File: src/rtl/nec_command_decoder.sv
// nec_command_decoder: validates NEC frames, tags key repeats, and queues them in a 4-deep show-ahead FIFO.
module nec_command_decoder #(
    parameter int          CLOCK_SPEED      = 50_000,
    parameter int          HOLD_TIMEOUT_MS  = 150,
    parameter bit          EXTENDED_ADDRESS = 1'b0,
    parameter bit          ADDRESS_FILTER   = 1'b0,
    parameter logic [15:0] ADDRESS          = 16'h0000,
    parameter bit          DROP_REPEATS     = 1'b0
) (
    input  logic        clkIN,
    input  logic        nResetIN,
    input  logic        dataReceivedIN,
    input  logic [31:0] dataIN,
    input  logic        readyIN,
    output logic        commandValidOUT,
    output logic [7:0]  commandOUT,
    output logic [15:0] addressOUT,
    output logic        repeatOUT,
    output logic        keyHeldOUT,
    output logic        droppedOUT,
    output logic [7:0]  errorCountOUT
);
    typedef enum logic {IDLE, HELD} state_t;

    function automatic logic [7:0] rev(input logic [7:0] x);
        for (int i = 0; i < 8; i++) rev[i] = x[7-i];
    endfunction

    state_t      state_q, state_d;
    logic        v0_q, v0_d, v1_q, v1_d, ok1_q, ok1_d, match1_q, match1_d, drop_q, drop_d;
    logic [31:0] raw_q, raw_d, pre_q, pre_d, ms_q, ms_d;
    logic [7:0]  cmd1_q, cmd1_d, last_cmd_q, last_cmd_d, err_q, err_d;
    logic [15:0] addr1_q, addr1_d, last_addr_q, last_addr_d;
    logic [24:0] mem_q [4];
    logic [24:0] mem_d [4];
    logic [1:0]  wp_q, wp_d, rp_q, rp_d;
    logic [2:0]  cnt_q, cnt_d;
    logic [7:0]  a, na, c, nc;
    logic [15:0] addr_dec;
    logic        held, accept, rep, push_req, pop, full, push, tick, timeout;
    logic [24:0] head;

    always_comb begin
        a        = rev(raw_q[31:24]);
        na       = rev(raw_q[23:16]);
        c        = rev(raw_q[15:8]);
        nc       = rev(raw_q[7:0]);
        addr_dec = EXTENDED_ADDRESS ? {na, a} : {8'h00, a};
        v0_d     = dataReceivedIN;
        raw_d    = dataReceivedIN ? dataIN : raw_q;
        v1_d     = v0_q;
        ok1_d    = ((c ^ nc) == 8'hFF) && (EXTENDED_ADDRESS || ((a ^ na) == 8'hFF));
        match1_d = !ADDRESS_FILTER || (addr_dec == ADDRESS);
        cmd1_d   = c;
        addr1_d  = addr_dec;
        held     = state_q == HELD;
        accept   = v1_q && ok1_q && match1_q;
        rep      = held && (cmd1_q == last_cmd_q) && (addr1_q == last_addr_q);
        push_req = accept && !(rep && DROP_REPEATS);
        pop      = (cnt_q != 3'd0) && readyIN;
        full     = cnt_q == 3'd4;
        push     = push_req && (!full || pop);
        tick     = pre_q == 32'(CLOCK_SPEED - 1);
        timeout  = held && tick && (ms_q == 32'(HOLD_TIMEOUT_MS - 1));
        // An accepted frame beats a coincident timeout and restarts the timer.
        state_d     = accept ? HELD : (timeout ? IDLE : state_q);
        pre_d       = (accept || !held || tick) ? 32'd0 : pre_q + 32'd1;
        ms_d        = (accept || !held || timeout) ? 32'd0 : (tick ? ms_q + 32'd1 : ms_q);
        last_cmd_d  = accept ? cmd1_q : last_cmd_q;
        last_addr_d = accept ? addr1_q : last_addr_q;
        err_d       = (v1_q && !ok1_q && err_q != 8'hFF) ? err_q + 8'd1 : err_q;
        drop_d      = push_req && full && !pop;
        rp_d        = pop ? rp_q + 2'd1 : rp_q;
        wp_d        = push ? wp_q + 2'd1 : wp_q;
        cnt_d       = cnt_q + 3'(push) - 3'(pop);
        mem_d       = mem_q;
        if (push) mem_d[wp_q] = {rep, addr1_q, cmd1_q};
        head = mem_q[rp_q];
    end

    always_ff @(posedge clkIN or negedge nResetIN) begin
        if (!nResetIN) begin
            state_q     <= IDLE;
            v0_q        <= 1'b0;
            v1_q        <= 1'b0;
            ok1_q       <= 1'b0;
            match1_q    <= 1'b0;
            drop_q      <= 1'b0;
            raw_q       <= '0;
            pre_q       <= '0;
            ms_q        <= '0;
            cmd1_q      <= '0;
            last_cmd_q  <= '0;
            err_q       <= '0;
            addr1_q     <= '0;
            last_addr_q <= '0;
            wp_q        <= '0;
            rp_q        <= '0;
            cnt_q       <= '0;
            for (int i = 0; i < 4; i++) mem_q[i] <= '0;
        end else begin
            state_q     <= state_d;
            v0_q        <= v0_d;
            v1_q        <= v1_d;
            ok1_q       <= ok1_d;
            match1_q    <= match1_d;
            drop_q      <= drop_d;
            raw_q       <= raw_d;
            pre_q       <= pre_d;
            ms_q        <= ms_d;
            cmd1_q      <= cmd1_d;
            last_cmd_q  <= last_cmd_d;
            err_q       <= err_d;
            addr1_q     <= addr1_d;
            last_addr_q <= last_addr_d;
            wp_q        <= wp_d;
            rp_q        <= rp_d;
            cnt_q       <= cnt_d;
            mem_q       <= mem_d;
        end
    end

    assign commandValidOUT = cnt_q != 3'd0;
    assign commandOUT      = commandValidOUT ? head[7:0] : 8'h00;
    assign addressOUT      = commandValidOUT ? head[23:8] : 16'h0000;
    assign repeatOUT       = commandValidOUT && head[24];
    assign keyHeldOUT      = held;
    assign droppedOUT      = drop_q;
    assign errorCountOUT   = err_q;
endmodule
File: config.mk
export PLATFORM = sky130hd
export DESIGN_NAME = nec_command_decoder
export DESIGN_NICKNAME = d
export VERILOG_FILES = /design/src/rtl/nec_command_decoder.sv
export SDC_FILE = /design/constraint.sdc
export NUM_CORES = 1
export LEC_CHECK = 0
export CORE_MARGIN = 2
export CORE_UTILIZATION = 50
export DETAILED_ROUTE_END_ITERATION = 12
export GPL_TIMING_DRIVEN = 0
export HOLD_SLACK_MARGIN = 0.15
export PLACE_DENSITY = 0.73
export SETUP_SLACK_MARGIN = 0.1
export SLEW_MARGIN = 10
export SYNTH_ARGS = -nofsm -noshare
export SYNTH_HDL_FRONTEND = slang
export SYNTH_SLANG_ARGS = --single-unit
File: constraint.sdc
create_clock -name clkIN -period 3.3 [get_ports clkIN]
set_input_delay 0.33 -clock clkIN [delete_from_list [all_inputs] [get_ports clkIN]]
set_output_delay 0.33 -clock clkIN [all_outputs]
set_load 0.02 [all_outputs]
==> Word level (Yosys, flattened, before mapping) <==
Index checks and enable logic that the tools add are counted.
{ "totals": {"ff_bits": 249, "in_bits": 36, "elab_cells": 82} }
{ "op_classes": {"n_addsub": 7, "order_cmp": 3, "eq_ne": 8, "n_mux": 13, "bitwise": 4, "reduce_logical": 26} }
{ "op_table": {"columns": ["op", "count"], "rows": [
  ["100-bit bitwise mux", 1],
  ["32-bit two-way mux", 3],
  ["25-bit two-way mux", 3],
  ["32-bit by 1-bit adder with 32-bit output, second input constant", 2],
  ["25-bit binary-select mux with 2-bit select", 1],
  ["25-bit demux with 2-bit select", 1],
  ["32-bit by 16-bit equality test with 1-bit output, second input constant", 1],
  ["32-bit by 8-bit equality test with 1-bit output, second input constant", 1],
  ["8-bit equality test", 2],
  ["8-bit equality test, second input constant", 2],
  ["16-bit two-way mux", 1],
  ["8-bit bitwise XOR", 2],
  ["1-bit logical AND", 15],
  ["8-bit by 1-bit adder with 8-bit output, second input constant", 1],
  ["8-bit two-way mux", 1],
  ["8-bit != test, second input constant", 1],
  ["3-bit greater-or-equal comparator, second input constant", 2],
  ["2-bit NOT with 3-bit output", 2],
  ["2-bit by 1-bit adder with 2-bit output, second input constant", 2],
  ["1-bit logical NOT", 4],
  ["1-bit logical OR", 4],
  ["2-bit nonzero test", 2],
  ["3-bit by 1-bit adder with 3-bit output", 1],
  ["3-bit equality test, second input constant", 1],
  ["4 further kinds", 5]
]} }

==> Logic depth before layout (Yosys ltp) <==
Gate-level depths: netlist of the first run.
{ "logic_depth": {"ltp_word": 6, "ltp_mapped": 12, "depth_no_buf": 10} }

==> Least setup slack after synthesis of the first run <==
No wires, ideal clock.
{ "synth_path": {"kind": "register to register", "start": "reg cnt_q[1]", "end": "reg cnt_q[2]", "setup_ps": 123, "t_arrival_ps": 2475, "required_ps": 3177, "setup_slack_ps": 702, "path_stages_with_launch": 12, "path_buffers": 1, "path_cell_list": "dfrtp_1 -> or4b_2 -> nor2b_1 -> buf_2 -> inv_1 -> ha_1 -> inv_1 -> ha_1 -> inv_1 -> fa_1 -> xnor2_1 -> xnor2_1"} }
{ "synth_between": {"elab_chain_len": 6} }
{ "synth_rtl": {"columns": ["element", "line", "text"], "rows": [
  ["start, declared", "37", "logic [2:0] cnt_q, cnt_d;"],
  ["start signal, assigned", "118", "cnt_q <= cnt_d;"],
  ["3-bit equality test or 3-bit nonzero test (tied branches)", "61, 60", null],
  ["1-bit logical NOT or 1-bit logical AND (tied branches)", "62, 60", null],
  ["1-bit logical OR", "62", "push = push_req && (!full || pop);"],
  ["1-bit logical AND", "62", null],
  ["3-bit by 1-bit adder with 3-bit output", "75", "cnt_d = cnt_q + 3'(push) - 3'(pop);"],
  ["3-bit by 1-bit subtractor with 3-bit output *", "75", null],
  ["via cnt_d[2]", "37", null]
]} }
Mark *: on every way through the listed nets, which the timed path passes. The rest lies on a longest branch.
A chain may end at the register's enable or synchronous reset.

==> Final worst setup path of the first run <==
{ "layout_path": {"start": "reg rp_q[1]", "end": "out commandOUT[4]"} }
{ "layout_between": {"elab_chain_len": 5} }
{ "layout_rtl": {"columns": ["element", "line", "text"], "rows": [
  ["start, declared", "36", "logic [1:0] wp_q, wp_d, rp_q, rp_d;"],
  ["start signal, assigned", "117", "rp_q <= rp_d;"],
  ["2-bit NOT with 3-bit output (not written as such)", "78", "head = mem_q[rp_q];"],
  ["25-bit binary-select mux with 2-bit select", "78", null],
  ["25-bit two-way mux (not written as such) (2 in series)", "78", null],
  ["8-bit two-way mux", "124", "assign commandOUT = commandValidOUT ? head[7:0] : 8'h00;"],
  ["end, declared", "16", "output logic [7:0] commandOUT,"]
]} }
Every way passes these cells. The select of a mux whose other input is x is not followed.

==> flow_metrics.tcl, run 1 <==
set metrics [dict create \
    synth_top_cells_by_area "dfrtp_1, mux2_2, mux4_2" \
    holdPathStages 1 \
    dp_hpwl_um 13000 \
    portBuffers 63 \
    r2r_cells 11 \
    cts_root_buf "clkbuf_16" \
    hold_viol_final 0 \
    p_per_area_nw_per_um2 536 \
    place_ws_ps 168 \
    synth_area_leader_cell "dfrtp_1" \
    cpPeakStageDelay_ps 530 \
    setup_viol 0 \
    cp.required_ps 2970 \
    grt_max_degree 106 \
    dieArea_um2 21100 \
    report.final.slew_viol_count 0 \
    sw_frac_of_total 0.245 \
    max-cap-violations 0 \
    hold_path_class "in -> reg" \
    r2r-start "cnt_q[1]" \
    synth_adder_area_share 0.0146 \
    seq_power_share 0.470 \
    timing.fmax_ghz 0.329 \
    ir_worst_vdd_uv 461 \
    grt_pass1_wl_um 33000 \
    reg2reg_slack_ps 540 \
    pwr-share-comb 0.114 \
    drive_gt1_frac 0.242 \
    firstDrtPassIters 5 \
    num_rows 51 \
    synth_edf_count 0 \
    synth-xor-area-share 0.0659 \
    track_usage 0.188 \
    synthesis.instances 796 \
    synthArstFlopShare 1.00 \
    cp_num_buf_inv 3 \
    coreArea_um2 19500 \
    viasPerCell 5.47 \
    synth.area.mux_share 0.166 \
    synth.avg_cell_area_um2 12.5 \
    totalWireLength_um 19200 \
    ioPinCount 72 \
    htreeDepth 1 \
    vias 6424 \
    regArea_um2 5430 \
    hold_path_end "v0_q" \
    routedWlPerCell_um 16.3 \
    synth_warnings 0 \
    critPathMaxFanout 10 \
    power.leakage_nw 5.11 \
    path_class "reg -> out" \
    path_delay_family "buffers and inverters" \
    start_util 0.511 \
    timing.final.crit_period_ps 3040 \
    clk_latency_ps 500 \
    ant_nets 0 \
    synth_top_family_by_area "multiplexers" \
    die_y_um 145 \
    internal_power_mw 4.78 \
    area.growth.synth_to_final_pct 18.5 \
    timing.rr.end "cnt_q[2]" \
    nets 940 \
    status "complete, no violations" \
    cts_buffer_depth 3 \
    die_w_um 145 \
    fin_ws_ps 257 \
    synth-seq-cells 217 \
    rsz0062_at_grt "false" \
    cp-end-kind "output pin" \
    drt_iter0_markers 528 \
    tightest_slew_ps 690 \
    synth_ff_type "dfrtp_1" \
    synth_simple_gate_area_share 0.142 \
    cts_sinks 217 \
    relSlewSlack 0.537 \
    grt.overflow.total 0 \
    crit_slowest_cell "clkdlybuf4s50_1" \
    holdCritStartpoint "dataReceivedIN" \
    antennaDiodeCount 0 \
    total_power_mw 6.33 \
    pwr-share-clk 0.415 \
    gp_congestion 0.832 \
    synth.top_cell.area_share 0.544 \
    cp_cell_sequence "buf_1 -> clkbuf_2 -> mux4_2 -> and2_1 -> clkdlybuf4s50_1" \
    remaining_drc_errors 0 \
    cts_tree "yes" \
    grt_pass1_vias 6492 \
    multi_input_comb_area_um2 4310 \
    period_share 0.922 \
    switchingPower_mw 1.55 \
    skew_ps 12.6 \
    synth_area_um2 9970 \
    antenna_found_initial 0 \
    synth_compound_area_frac 0.0400 \
    ys_seq_area_frac 0.544 \
    path_clk_slew_ps 60 \
    crit_path_start_kind "register" \
    n_fill_cell 1581 \
    yosysUniqueCellTypes 52 \
    critPathLaunch "rp_q[1]" \
    cts_made_buffers 23 \
    worstPathArrival_ps 2710 \
]
==> cell usage in the layout, fill, tap and decap left out, drive strengths merged, types with 2 or more instances in the layout <==
master | netlist | layout
o31ai | 15 | 15
nor2 | 37 | 37
buf | 26 | 28
or4 | 22 | 22
a21oi | 26 | 26
mux2 | 113 | 113
o21ai | 18 | 18
nand4b | 2 | 2
mux4 | 17 | 17
and2 | 20 | 20
inv | 10 | 11
nand4 | 25 | 25
conb | 2 | 9
or2 | 4 | 4
nand2 | 43 | 43
or3 | 14 | 14
and4 | 12 | 12
clkdlybuf4s50 | 0 | 62
nor3 | 2 | 2
bufinv | 0 | 3
clkbuf | 18 | 47
and3 | 12 | 12
nand3 | 26 | 26
nor4b | 4 | 4
o211ai | 2 | 2
clkinv | 0 | 8
ha | 10 | 10
xor2 | 41 | 41
xnor2 | 34 | 34
nor4 | 15 | 15
dfrtp | 217 | 217
==> synth_stat cells, types with 2 or more instances <==
cell,count
a21oi_1,23
a21oi_2,3
and2_1,20
and3_1,11
and4_1,11
buf_1,5
buf_2,10
buf_4,9
buf_6,2
clkbuf_1,17
conb_1,2
dfrtp_1,217
ha_1,10
inv_1,10
mux2_2,113
mux4_2,17
nand2_1,39
nand2_2,4
nand3_1,25
nand4_1,25
nand4b_1,2
nor2_1,37
nor3_1,2
nor4_1,15
nor4b_1,3
o211ai_1,2
o21ai_0,16
o21ai_1,2
o31ai_1,15
or2_2,3
or3_1,12
or3_2,2
or4_1,17
or4_2,2
or4_4,3
xnor2_1,34
xor2_1,41
==> area by class of cell <==
cell class / count / share of cell area
sequential: 217 / 0.459
multi-input combinational: 532 / 0.364
timing repair buffer: 66 / 0.0593
clock buffer: 29 / 0.0540
tap: 265 / 0.0280
buffer: 43 / 0.0193
clock inverter: 13 / 0.0127
inverter: 10 / 0.00317
==> power groups by stage <==
stage / clock network, mW / registers, mW / logic (mW)
after global placement: 0 / 2.99 / 0.752
final: 2.63 / 2.98 / 0.723
after detailed placement: 0 / 2.99 / 0.772
after CTS: 2.69 / 2.98 / 0.738
after floorplan: 0 / 3.00 / 0.436
after global routing: 2.81 / 3.01 / 0.797
==> logic make-up after synthesis <==
group / Yosys count
and+or+nand+nor: 241
DFF: 217
adders and majority gates: 11
buffers and inverters: 54
xor gates and xnor gates: 75
muxes: 130
other: 2
AOI/OAI and AO/OA: 66
==> worst max path at each step <==
stage	to	slack, ps	cells past startpoint
after detailed placement	cnt_q[2]	170	12
after global routing	commandOUT[2]	110	5
after floorplan	cnt_q[2]	700	11
after CTS	commandOUT[4]	180	4
final	commandOUT[4]	260	5
after global placement	ms_q[10]	-7290	1
==> through the flow <==
step / util / instances / hold WS [ps] / cell area [um2] / TNS (ps)
floorplan: - / 803 / 34.4 / 10000 / 0
global placement: 0.561 / 1131 / 341 / 11000 / -1579370
detailed placement: 0.565 / 1133 / 267 / 11000 / 0
CTS: 0.605 / 1175 / 283 / 11800 / 0
global route: 0.605 / 1175 / 296 / 11800 / 0
finish: 0.605 / 1175 / 293 / 11800 / 0
==> registers in the layout (all words and copies together), names as in the netlist <==
| signal | count |
|---|---|
| rp_q | 2 |
| cmd1_q | 8 |
| v0_q | 1 |
| pre_q | 32 |
| v1_q | 1 |
| cnt_q | 3 |
| ok1_q | 1 |
| match1_q | 1 |
| droppedOUT | 1 |
| wp_q | 2 |
| keyHeldOUT | 1 |
| last_cmd_q | 8 |
| errorCountOUT | 8 |
| mem_q | 68 |
| ms_q | 32 |
| last_addr_q | 8 |
| addr1_q | 8 |
| raw_q | 32 |
==> repair_timing <==
action / in CTS / in global routing
endpoints found under the setup margin: 9 / 5
resized for setup: 2 / 1
endpoints found under the hold margin: 105 / 0
hold buffers: 1 / 0
buffers inserted: 0 / 0
==> metal layers <==
layer | wire, um | vias up | GRT usage | share of wire
li1 | - | 3070 | - | -
met1 | 9220 | 3199 | 0.275 | 0.48
met4 | 293 | 0 | 0.0446 | 0.015
met5 | 0 | - | 0 | 0
met3 | 847 | 21 | 0.0305 | 0.044
met2 | 8840 | 134 | 0.297 | 0.46
(Power assumes the default switching activity.)
==> inputs of run 2 (changes only) <==
--- a/config.mk
+++ b/config.mk
@@ -5,12 +5,15 @@
 export SDC_FILE = /design/constraint.sdc
 export NUM_CORES = 1
 export LEC_CHECK = 0
+export CELL_PAD_IN_SITES_DETAIL_PLACEMENT = 0
+export CELL_PAD_IN_SITES_GLOBAL_PLACEMENT = 2
 export CORE_MARGIN = 2
-export CORE_UTILIZATION = 50
+export CORE_UTILIZATION = 42
+export CTS_BUF_LIST = sky130_fd_sc_hd__clkbuf_8
 export DETAILED_ROUTE_END_ITERATION = 12
 export GPL_TIMING_DRIVEN = 0
 export HOLD_SLACK_MARGIN = 0.15
-export PLACE_DENSITY = 0.73
+export PLACE_DENSITY = 0.85
 export SETUP_SLACK_MARGIN = 0.1
 export SLEW_MARGIN = 10
 export SYNTH_ARGS = -nofsm -noshare
==> run 2 against run 1 <==
  * Non-clock buffer count decreased by 1
  * Critical path depth fell by 1
  * Sequential power about the same
  * First-iteration DRC count decreased by 43%
  * Setup slack improved by 1.6 ps
  * Critical path type unchanged
==> flow_metrics.tcl, run 2 (synthesized netlist as in run 1, its figures left out) <==
set metrics [dict create \
    status "complete, no violations" \
    gp_congestion 0.749 \
    drt-met1-wl_um 10600 \
    path_depth 4 \
    ir_worst_vdd_uv 333 \
    timing.final.crit_period_ps 3040 \
    stdcell_area_um2 11900 \
    place_inst 1187 \
    grt_pass1_vias 6407 \
    post_cts_buffers 0 \
    place_ws_ps 173 \
    hold_viol_final 0 \
    cts_tree "yes" \
    cts_sinks 217 \
    path_clk_slew_ps 60 \
    grt_pass1_wl_um 34600 \
    ioPinCount 72 \
    crit_slowest_cell "dfrtp_2" \
    vias 6486 \
    fin_ws_ps 258 \
    cp_num_buf_inv 2 \
    critPathMaxFanout 10 \
    p_per_area_nw_per_um2 524 \
    ant_nets 0 \
    drive_gt1_frac 0.252 \
    setup_viol 0 \
    mostFrequentLayoutCells "dfrtp_1, mux2_2, clkdlybuf4s50_1" \
    power.leakage_nw 5.17 \
    area.growth.synth_to_final_pct 19.2 \
    totalWireLength_um 20800 \
    drt_iter0_markers 300 \
    path_delay_family "buffers and inverters" \
    skew_ps 20.1 \
    final_common_cell "dfrtp_1" \
    htreeDepth 2 \
    n_fill_cell 2104 \
    path_class "reg -> out" \
    holdWs_ps 263 \
    antennaDiodeCount 0 \
    cp_cell_sequence "clkbuf_4 -> mux4_2 -> and2_1 -> clkdlybuf4s50_1" \
    top_register "mem_q" \
    cp-end-kind "output pin" \
    track_usage 0.175 \
    cpPeakStageDelay_ps 590 \
    timing.fmax_ghz 0.329 \
    largest_reg_flops 68 \
    clk_latency_ps 530 \
    grt.overflow.total 0 \
    max-cap-violations 0 \
    cts_buffer_depth 3 \
    fin_cells 1254 \
    firstDrtPassIters 5 \
    dp_hpwl_um 14000 \
    die_w_um 158 \
    report.final.slew_viol_count 0 \
    dieArea_um2 25000 \
    top_layer_used "met4" \
    portBuffers 63 \
    place_area_um2 11100 \
    die_y_um 158 \
    remaining_drc_errors 0 \
    relSlewSlack 0.545 \
    antenna_found_initial 1 \
    rsz0062_at_grt "false" \
    grt_max_degree 96 \
    start_util 0.426 \
    coreArea_um2 23400 \
    r2r_cells 8 \
    cts_made_buffers 37 \
    routedWlPerCell_um 16.6 \
    tightest_slew_ps 678 \
    wl_met2_um 8910 \
    period_share 0.922 \
    worstPathArrival_ps 2710 \
    num_rows 56 \
    nets 953 \
    crit_path_start_kind "register" \
    cts_root_buf "clkbuf_8" \
    cp.required_ps 2970 \
    hold_path_class "in -> async" \
    viasPerCell 5.17 \
    met3WireLength_um 951 \
]
==> run 2: final timing paths <==
kind                                      end  slack (ps)            from
worst max-delay path            commandOUT[2]         260         rp_q[0]
worst min-delay path                raw_q[14]         260        nResetIN
worst max register to register       ms_q[13]         550       pre_q[25]
worst min register to register           v1_q         350            v0_q
max in group asynchronous             ms_q[4]        2250        nResetIN
min in group clkIN                       v0_q         280  dataReceivedIN
==> run 2: what timing repair did <==
| item | CTS | global route |
|---|---|---|
| gates cloned | 0 | 0 |
| hold buffers | 1 | 0 |
| pin swaps | 0 | 0 |
| resized for setup | 2 | 1 |
| endpoints found under the setup margin | 9 | 9 |
| endpoints found under the hold margin | 217 | 0 |
==> run 2: report_power, final <==
| part | switching, mW | internal [mW] | total [mW] | leakage (nW) |
|---|---|---|---|---|
| registers | 0.207 | 2.80 | 3.01 | 2.89 |
| logic | 0.333 | 0.370 | 0.703 | 1.82 |
| clock network | 1.10 | 1.42 | 2.52 | 0.457 |
| total | 1.64 | 4.59 | 6.23 | 5.17 |
==> run 2: area by class of cell <==
| type | instances | area, um2 | share of cell area |
|---|---|---|---|
| Timing Repair Buffer | 66 | 701 | 0.0589 |
| Sequential cell | 217 | 5430 | 0.457 |
| Clock buffer | 49 | 674 | 0.0567 |
| Clock inverter | 19 | 115 | 0.00968 |
| Inverter | 10 | 37.5 | 0.00316 |
| Multi-Input combinational cell | 532 | 4310 | 0.362 |
| Tap cell | 319 | 399 | 0.0336 |
| Buffer | 42 | 224 | 0.0188 |
==> run 2: routing by layer <==
| layer | GRT usage | vias up |
|---|---|---|
| li1 | - | 3102 |
| met1 | 0.267 | 3221 |
| met2 | 0.251 | 132 |
| met3 | 0.0364 | 31 |
| met4 | 0.0502 | 0 |
| met5 | 0 | - |
==> run 2: through the flow <==
stage / TNS [ps] / total power, mW / util
after CTS: 0 / 6.33 / 0.508
after floorplan: 0 / 3.43 / -
final: 0 / 6.23 / 0.508
after global placement: -1630470 / 3.75 / 0.471
after global routing: 0 / 6.54 / 0.508
after detailed placement: 0 / 3.77 / 0.474
==> inputs of run 3 (changes only) <==
--- a/config.mk
+++ b/config.mk
@@ -5,15 +5,18 @@
 export SDC_FILE = /design/constraint.sdc
 export NUM_CORES = 1
 export LEC_CHECK = 0
+export ABC_AREA = 1
 export CELL_PAD_IN_SITES_DETAIL_PLACEMENT = 0
 export CELL_PAD_IN_SITES_GLOBAL_PLACEMENT = 2
+export CORE_ASPECT_RATIO = 0.7
 export CORE_MARGIN = 2
-export CORE_UTILIZATION = 42
+export CORE_UTILIZATION = 37
 export CTS_BUF_LIST = sky130_fd_sc_hd__clkbuf_8
 export DETAILED_ROUTE_END_ITERATION = 12
+export GPL_ROUTABILITY_DRIVEN = 0
 export GPL_TIMING_DRIVEN = 0
 export HOLD_SLACK_MARGIN = 0.15
-export PLACE_DENSITY = 0.85
+export PLACE_DENSITY = 0.86
 export SETUP_SLACK_MARGIN = 0.1
 export SLEW_MARGIN = 10
 export SYNTH_ARGS = -nofsm -noshare
==> run 3 against run 2 <==
  * Synthesized cell count rose by 74%
  * Sequential share of layout area fell by 3.5 points
  * Final cell count rose by 51%
  * Core utilization fell by 6.4 points
  * Count of clock-buffer cells in the layout fell by 2
  * Wire length rose by 45%
  * Critical path type unchanged
  * Critical endpoint is now addressOUT[2]
  * Highest routed layer unchanged
==> flow_metrics.tcl, run 3 <==
set metrics [dict create \
    seq_power_share 0.406 \
    yosysUniqueCellTypes 40 \
    period_share 0.907 \
    dp_hpwl_um 22600 \
    cts_root_buf "clkbuf_8" \
    htreeDepth 2 \
    firstDrtPassIters 9 \
    grt_pass1_vias 8759 \
    synth_ff_type "dfrtp_1" \
    stdcell_area_um2 12900 \
    die_w_um 209 \
    dieArea_um2 30900 \
    portBuffers 63 \
    antenna_found_initial 0 \
    antennaDiodeCount 0 \
    synth_area_leader_cell "dfrtp_1" \
    synth_edf_count 0 \
    hold_viol_final 0 \
    viasPerCell 4.77 \
    pwr-share-clk 0.342 \
    path_class "reg -> out" \
    remaining_drc_errors 0 \
    ir_worst_vdd_uv 288 \
    setup_viol 0 \
    largest_reg_flops 68 \
    clk_latency_ps 540 \
    hold_path_class "in -> async" \
    internal_power_mw 4.88 \
    sw_frac_of_total 0.322 \
    top_register "mem_q" \
    mostFrequentLayoutCells "nand2_1, dfrtp_1, nor2_1" \
    ant_nets 0 \
    skew_ps 18.7 \
    totalWireLength_um 30300 \
    final_common_cell "nand2_1" \
    cp.required_ps 2970 \
    vias 9067 \
    fin_cells 1899 \
    max-cap-violations 0 \
    cp_common_cell "a21oi_1" \
    ys_seq_area_frac 0.498 \
    n_fill_cell 2897 \
    cts_buffer_depth 3 \
    place_area_um2 12100 \
    power.leakage_nw 5.94 \
    synth_area_um2 10900 \
    start_util 0.376 \
    rsz0062_at_grt "false" \
    cp-end-kind "output pin" \
    crit_path_start_kind "register" \
    synthArstFlopShare 1.00 \
    nets 1545 \
    num_rows 52 \
    p_per_area_nw_per_um2 559 \
    drive_gt1_frac 0.0914 \
    synth.top_cell.area_share 0.498 \
    synth_warnings 0 \
    cts_sinks 217 \
    routedWlPerCell_um 15.9 \
    cts_tree "yes" \
    cp_cell_sequence "buf_2 -> buf_1 -> a21oi_1 -> o21ai_0 -> a21oi_1 -> clkdlybuf4s50_1" \
    track_usage 0.203 \
    die_y_um 148 \
    synthesis.instances 1383 \
    timing.final.crit_period_ps 2990 \
    reg2reg_slack_ps 910 \
    crit_slowest_cell "clkdlybuf4s50_1" \
    path_clk_slew_ps 60 \
    grt_pass1_wl_um 49100 \
    synth.most_common_cell "nand2_1" \
    cts_made_buffers 38 \
    synthTopCellsByCount "nand2_1, dfrtp_1, nor2_1" \
    synth_top_cells_by_area "dfrtp_1, nand2_1, nor2_1" \
    grt_max_degree 87 \
    cpPeakStageDelay_ps 640 \
    pwr-share-comb 0.252 \
    coreArea_um2 29000 \
    area.growth.synth_to_final_pct 18.1 \
    critPathMaxFanout 10 \
    tightest_slew_ps 693 \
    worstPathArrival_ps 2660 \
    ioPinCount 72 \
    status "complete, no violations" \
    synth-seq-cells 217 \
    synth.avg_cell_area_um2 7.88 \
    place_inst 1833 \
    total_power_mw 7.20 \
    report.final.slew_viol_count 0 \
    timing.fmax_ghz 0.334 \
    grt.overflow.total 0 \
    relSlewSlack 0.534 \
    switchingPower_mw 2.32 \
    drt_iter0_markers 620 \
]
==> run 3: cell types whose count changed in the layout (fill, tap and decap cells not counted), moves of 29 or more <==
cell | before | now
nand2_1 | 39 | 391
nor2_1 | 37 | 188
inv_1 | 22 | 153
o21ai_0 | 16 | 117
mux2_2 | 113 | 16
nand3_1 | 25 | 54
==> run 3: path summary, 6_finish.rpt <==
| kind | depth (start not counted) | from | end |
|---|---|---|---|
| setup / recovery | 6 | rp_q[0] | addressOUT[2] |
| hold / removal | 2 | nResetIN | mem_q[29] |
| setup reg to reg | 10 | cnt_q[1] | cnt_q[2] |
| hold reg to reg | 0 | v0_q | v1_q |
| max in group asynchronous | 4 | nResetIN | pre_q[7] |
| min in group clkIN | 0 | v0_q | v1_q |
==> run 3: power groups by stage <==
stage	logic, mW	registers (mW)	clock network (mW)
detailed placement	1.79	2.97	0
CTS	1.80	2.92	2.55
global route	2.00	2.94	2.67
floorplan	0.952	2.97	0
global placement	1.78	2.97	0
finish	1.82	2.92	2.46
==> run 3: logic make-up after synthesis <==
family                   share of synthesized area
XOR/XNOR                                    0.0386
buffers and inverters                       0.0781
multiplexers                                0.0165
other                                     0.000689
AO/OA/AOI/OAI                               0.0944
flip-flops                                   0.498
adder cells (fa/ha/maj)                     0.0133
AND/OR/NAND/NOR                              0.260
==> run 3: area by class of cell <==
type	instances	area, um2	share of cell area
clock inverters	16	93.8	0.00729
well taps	378	473	0.0368
flip-flops and latches	217	5430	0.422
inverters	148	561	0.0436
clock buffers	47	647	0.0503
plain buffers	51	298	0.0231
multi-input cells	974	4640	0.361
repair buffers	68	721	0.0560
==> run 3: layer usage <==
layer	track usage	routed length [um]	share of wire	vias up
met5	0	0	0	-
met2	0.272	11600	0.38	154
met3	0.0344	1330	0.044	33
met1	0.336	17000	0.56	4314
met4	0.0407	376	0.012	0
li1	-	-	-	4566
==> run 3: what timing repair did <==
item,4_1_cts,5_1_grt
endpoints found under the hold margin,55,0
gates resized for setup,1,8
endpoints found under the setup margin,4,10
cloned,0,0
hold buffers,1,0
buffers inserted,0,2
==> run 3: critical path, delay by kind of cell, from the launching register on <==
kind / cells / cell delay, ps
buffers and inverters: 3 / 1110
AO/OA/AOI/OAI: 3 / 610
flip-flops: 1 / 400
==> run 3: per-stage QoR <==
stage          hold slack [ps]  TNS (ps)  worst slack, ps  utilization
2_1_floorplan             34.4         0             1260            -
3_3_place_gp               335  -1669420            -7720        0.415
3_5_place_dp               295         0              647        0.418
4_1_cts                    300         0              125        0.444
5_1_grt                    312         0              135        0.444
6_report                   308         0              305        0.444
